==> config.mk <==
export PLATFORM = sky130hd
export DESIGN_NAME = booth_mult
export DESIGN_NICKNAME = d
export VERILOG_FILES = /design/src/rtl/booth_mult.sv
export SDC_FILE = /design/constraint.sdc
export NUM_CORES = 1
export LEC_CHECK = 0
export CAP_MARGIN = 25
export CELL_PAD_IN_SITES_DETAIL_PLACEMENT = 1
export CELL_PAD_IN_SITES_GLOBAL_PLACEMENT = 2
export CORE_MARGIN = 4
export CORE_UTILIZATION = 33
export CTS_CLUSTER_SIZE = 30
export DETAILED_ROUTE_END_ITERATION = 10
export PLACE_DENSITY = 0.79
export SLEW_MARGIN = 5
export SYNTH_ARGS = -nofsm -noshare
export SYNTH_HDL_FRONTEND = slang
export SYNTH_SLANG_ARGS = --single-unit
==> constraint.sdc <==
create_clock -name clk -period 2.4 [get_ports clk]
set_clock_uncertainty 0.2 [all_clocks]
set_input_delay 0.24 -clock clk [delete_from_list [all_inputs] [get_ports clk]]
set_output_delay 0.24 -clock clk [all_outputs]
set_load 0.01 [all_outputs]
==> src/rtl/booth_mult.sv <==
// Sequential radix-2 Booth multiplier: one add/subtract-and-shift step per clock,
// handling both two's-complement and unsigned operands via a one-bit extension.
module booth_mult #(
    parameter int WIDTH = 4
) (
    input  logic                 clk,
    input  logic                 rst,
    input  logic                 start,
    input  logic                 signed_mode,
    input  logic [WIDTH-1:0]     a,
    input  logic [WIDTH-1:0]     b,
    output logic                 busy,
    output logic                 done,
    output logic [2*WIDTH-1:0]   product
);

    localparam int W1 = WIDTH + 1;
    localparam int CW = $clog2(W1 + 1);

    typedef enum logic [1:0] {
        IDLE,
        RUN,
        DONE
    } state_t;

    state_t             r_state;
    state_t             w_next;
    logic [W1-1:0]      r_acc;
    logic [W1-1:0]      r_q;
    logic [W1-1:0]      r_m;
    logic               r_qm1;
    logic [CW-1:0]      r_cnt;
    logic               r_done;
    logic [2*WIDTH-1:0] r_product;
    logic [W1-1:0]      w_sum;
    logic [W1-1:0]      w_aExt;
    logic [W1-1:0]      w_bExt;

    // The extra top bit lets unsigned operands ride through the signed Booth recoding.
    assign w_aExt = {signed_mode & a[WIDTH-1], a};
    assign w_bExt = {signed_mode & b[WIDTH-1], b};

    always_ff @(posedge clk or posedge rst) begin
        if (rst) begin
            r_state <= IDLE;
        end else begin
            r_state <= w_next;
        end
    end

    always_comb begin
        w_next = r_state;
        case (r_state)
            IDLE:    if (start) w_next = RUN;
            RUN:     if (r_cnt == CW'(1)) w_next = DONE;
            DONE:    w_next = IDLE;
            default: w_next = IDLE;
        endcase
    end

    always_comb begin
        busy = (r_state != IDLE);
    end

    always_comb begin
        case ({r_q[0], r_qm1})
            2'b01:   w_sum = r_acc + r_m;
            2'b10:   w_sum = r_acc - r_m;
            default: w_sum = r_acc;
        endcase
    end

    always_ff @(posedge clk or posedge rst) begin
        if (rst) begin
            r_acc     <= '0;
            r_q       <= '0;
            r_m       <= '0;
            r_qm1     <= 1'b0;
            r_cnt     <= '0;
            r_done    <= 1'b0;
            r_product <= '0;
        end else begin
            r_done <= (r_state == DONE);
            case (r_state)
                IDLE: begin
                    if (start) begin
                        r_m   <= w_aExt;
                        r_q   <= w_bExt;
                        r_acc <= '0;
                        r_qm1 <= 1'b0;
                        r_cnt <= CW'(W1);
                    end
                end
                RUN: begin
                    r_acc <= {w_sum[W1-1], w_sum[W1-1:1]};
                    r_q   <= {w_sum[0], r_q[W1-1:1]};
                    r_qm1 <= r_q[0];
                    r_cnt <= r_cnt - CW'(1);
                end
                DONE: begin
                    // Low 2*WIDTH bits of {acc,q}; the top two bits are only sign copies.
                    r_product <= {r_acc[WIDTH-2:0], r_q};
                end
                default: ;
            endcase
        end
    end

    assign done    = r_done;
    assign product = r_product;

endmodule
* Yosys cells after proc, flatten, opt, wreduce, memory -nomap -nowiden
Index checks and enable logic that the tools add are counted.
** Cells by class
- Add/sub/neg operators :: 3
- Equal/unequal tests :: 7
- Muxes and demuxes :: 12
- Bitwise operators :: 2
- Reduce and logical (&&, ||, !) cells :: 6
** Operator list (count)
- $pmux 5 s2 :: 3
- $mux 5 :: 2
- $pmux 3 s2 :: 1
- $reduce_and 2->1 :: 3
- $add 5x5->5 :: 1
- $sub 5x5->5 :: 1
- $eq 2x1->1 const B :: 2
- $eq 2x2->1 const B :: 2
- $mux 2 :: 2
- $ne 2x2->1 const B :: 2
- $pmux 2 s2 :: 1
- $reduce_bool 2->1 :: 2
- $eq 3x1->1 const B :: 1
- $mux 3 :: 1
- $sub 3x1->3 const B :: 1
- $and 1x1->1 :: 2
- $logic_not 2->1 :: 1
- $pmux 1 s2 :: 1
- $mux 1 :: 1
** Word-level totals
- Bits in registers :: 30
- Bits of input ports :: 12

* Depth between registers and ports, before layout
- Word-level depth :: 3
- Mapped depth :: 9
- Depth with buffers taken out :: 9

* Worst setup path before layout
No wires, ideal clock.
- Kind :: register -> register
- From :: register r_qm1
- To :: register r_acc[2]
- Setup time :: 0.131 ns
- Data arrival time :: 1.775 ns
- Data required time :: 2.069 ns
- Setup slack :: 0.294 ns
- Cell stages (with the launch flop) :: 10
- Buffers on the path :: 0
- Clock period less this slack :: 2.106 ns
- Cell sequence :: dfrtp_1 -> inv_1 -> ha_1 -> mux2_2 -> inv_1 -> ha_1 -> a21o_1 -> a21oi_1 -> xor2_1 -> o211ai_1
** Between the ends
- Cells in the longest elaborated chain, start to end :: 3
** Ends and longest elaborated chain
- from (decl) :: RTL line 31 : logic r_qm1;
- from (signal assigned) :: RTL line 97 : r_qm1 <= r_q[0];
- $eq 2x2->1 or $eq 2x1->1 (tied branches) :: RTL line 66 : case ({r_q[0], r_qm1})
- $pmux 5 s2 (*) :: RTL line 66
- $pmux 5 s2 (*) :: RTL line 84 : case (r_state)
- to (signal assigned) :: RTL line 95 : r_acc <= {w_sum[W1-1], w_sum[W1-1:1]};
- to (decl) :: RTL line 28 : logic [W1-1:0] r_acc;
Mark *: on every way between the ends. The rest lies on a longest branch, timed or not.
A chain may end at the register's enable or synchronous reset.

* Worst setup path after layout
- From :: register r_qm1
- To :: register r_acc[1]
The elaborated chain is that of the path after synthesis.

==> flow_summary_export.csv <==
group,metric,value,unit
sta,timing_hold_violations_final,0,
placed_design,io_buffers,21,
sta,slew_headroom,60.05,%
clock_tree,cts_buffer_depth,2,
detailed_routing,dr.first_iter.drc_count,26,
yosys,synth_flop_cell,"dfrtp_1",
pwr,powerDensity,1562,nW/um2
cells_and_area,syn2layout_area_growth,23.92,%
global_route,antenna_found_initial,0,
sta,drv_slew,0,
worst_setup_path,path_max_fanout,4,
worst_setup_path,end_kind,"register",
sta,setup_ws,157.6,ps
sta,fmax,446.0,MHz
worst_setup_path,crit_required,2330,ps
worst_setup_path,cpPeakStageDelay,410,ps
global_route,grt_pass1_vias,1117,
cells_and_area,final_cell_mix,"dfrtp_1 (29), nand2_1 (22), clkdlybuf4s50_1 (21), inv_1 (13)",
yosys,synth_area_leader_cell,"dfrtp_1",
floorplanning,initial_core_util,34.00,%
global_route,grt_max_degree,30,
outcome,outcome,"completed",
cells_and_area,nets,194,
clock_tree,tritoncts,"built",
placed_design,post-place-ws,125.5,ps
worst_setup_path,critPathKind,"reg2reg",
detailed_routing,dr.pass1.iters,2,
placed_design,dpl.cell_count,218,
sta,rsz0062_at_grt,"no",
sta,worstMarginPinSlew,599.3,ps
sta,tns,0,ps
floorplanning,design.core.area,4324,um2
cells_and_area,final_util,42.13,%
clock_tree,clock_sinks,29,
yosys,syn_avg_cell_area,9.801,um2
cells_and_area,fin_cells,226,
worst_setup_path,arrival,2180,ps
clock_tree,clk_pin_slew,60,ps
yosys,synth.area.top_cells,"dfrtp_1 (49%), ha_1 (6.8%), nand2_1 (5.6%), mux2_1 (3.8%), inv_1 (3.3%)",
yosys,synthDistinctLibCells,31,
floorplanning,ioPinCount,22,
floorplanning,row_count,24,
worst_setup_path,critPathLaunch,"r_qm1$_DFFE_PP0P_",
yosys,ys_async_sr_fraction,100.0,%
clock_tree,cts_buffers,5,
clock_tree,htree_levels,2,
pwr,p_leak,0.8395,nW
worst_setup_path,crit_slowest_cell,"fa_1",
yosys,syn_inst,150,
floorplanning,die_area,5587,um2
floorplanning,die_x,74.75,um
sta,finalCritPeriodShare,93.43,%
detailed_routing,drc,0,
yosys,yosysSeqAreaShare,49.36,%
detailed_routing,wl_per_cell,13.84,um
min_path,worstHoldPathType,"in2async",
yosys,synth_edf_count,0,
yosys,ys_seq_elements,29,
cells_and_area,diodes,0,
run,drv_cap,0,
clock_tree,postCtsHoldBufs,0,
yosys,synth_area,1470,um2
clock_tree,cts_root_buffer,"clkbuf_8",
sta,setup_viol,0,
global_route,grt_pass1_wl,5.319,mm
cells_and_area,layout_commonest_cell,"dfrtp_1",
placed_design,gp_congestion,0.7790,
placed_design,hpwl,2.340,mm
cells_and_area,drive_gt1_share,9.195,%
global_route,track_usage,12.66,%
yosys,synth_warnings,0,
yosys,synthesis.nets,171,
sta,fin_crit,2242,ps
detailed_routing,drt_wl_total,3.128,mm
floorplanning,die_h,74.75,um
worst_setup_path,crit_path_cell_trace,"inv_1 > ha_2 > mux2_2 > fa_1 > xor2_1 > nor2_1 > a21oi_1 > o21ai_0",
worst_setup_path,cp-start-kind,"register",
worst_setup_path,worst-r2r-cell-count,8,
clock_tree,clk_latency,270,ps
pwr,vdd_drop_max,537.7,uV
detailed_routing,vias,1088,
detailed_routing,viasPerCell,4.814,
yosys,synth_top_cell_area_share,49.36,%
global_route,overflow,0,
detailed_routing,postRouteAntennaNets,0,
worst_setup_path,r2r_start,"r_qm1$_DFFE_PP0P_",
sta,hold_slack,143.7,ps
[layer usage]
| metal | GRT usage (%) | vias up | part of all wire, % |
|---|---|---|---|
| li1 | - | 540 | - |
| met1 | 15.18 | 523 | 43 |
| met2 | 21.56 | 20 | 50 |
| met3 | 3.605 | 5 | 5.3 |
| met4 | 4.743 | 0 | 1.7 |
| met5 | 0 | - | 0 |
[timing repair]
action,CTS,global route
setup buffers,0,0
gates resized for setup,0,1
endpoints found under the setup margin,0,2
[kinds of logic (layout without fill, tap and decap cells)]
group	after synthesis	after routing	synth area share (%)
AND/OR/NAND/NOR	51	51	15.66
flip-flops	29	29	49.36
AO/OA/AOI/OAI	26	26	10.38
buffers and inverters	20	44	6.213
adder cells (fa/ha/maj)	9	9	8.171
multiplexers	8	8	6.042
XOR/XNOR	7	7	4.170
[worst max-delay path: cells and delay by family, from the launching register on]
family / cells / cell delay (ps)
buf+inv: 1 / 80
flops: 1 / 360
fa+ha+maj: 2 / 640
simple gates: 1 / 50
mux: 1 / 370
compound gates: 2 / 210
xor+xnor: 1 / 180
[power by group]
group	switching (mW)	internal [mW]
Clock	0.181	0.259
Combinational	0.772	0.749
Sequential	0.160	0.725
[layout make-up]
cell class,instances,area [um2]
Tap cell,52,65.06
Multi-Input combinational cell,101,655.6
Clock inverter,1,5.005
Sequential cell,29,725.7
Clock buffer,7,96.34
Timing Repair Buffer,23,225.2
Inverter,13,48.80
Fill cell,501,2502
[worst paths after layout]
check | to | slack [ps]
hold reg to reg | product[2]$_DFFE_PP0P_ | 290
setup reg to reg | r_acc[1]$_DFFE_PP0P_ | 160
min in group clk | product[2]$_DFFE_PP0P_ | 290
max in group asynchronous | r_state[1]$_DFFE_PP0P_ | 1590
setup / recovery | r_acc[1]$_DFFE_PP0P_ | 160
hold / removal | r_q[1]$_DFFE_PP0P_ | 140
[stage by stage]
step                total power [mW]  instance area, um2
floorplan                      2.020                1470
global placement               2.375                1718
detailed placement             2.443                1718
CTS                            2.902                1819
global route                   3.136                1822
finish                         2.846                1822
[registers in the layout (all words and copies together) (netlist names)]
| register | count |
|---|---|
| done | 1 |
| product | 8 |
| r_acc | 4 |
| r_cnt | 3 |
| r_m | 5 |
| r_q | 5 |
| r_qm1 | 1 |
| r_state | 2 |
[Yosys cell counts (2+ instances only)]
cell      instances
a21o_1            2
a21oi_1           7
a31oi_1           4
buf_2             4
dfrtp_1          29
ha_1              8
inv_1            13
mux2_1            5
mux2_2            2
nand2_1          22
nand2b_1          3
nand3_1           9
nor2_1            9
nor2b_1           2
nor3_1            2
o21ai_0           5
o21ai_1           5
xnor2_1           5
xor2_1            2
No activity file was read; power rests on OpenSTA's default activity.
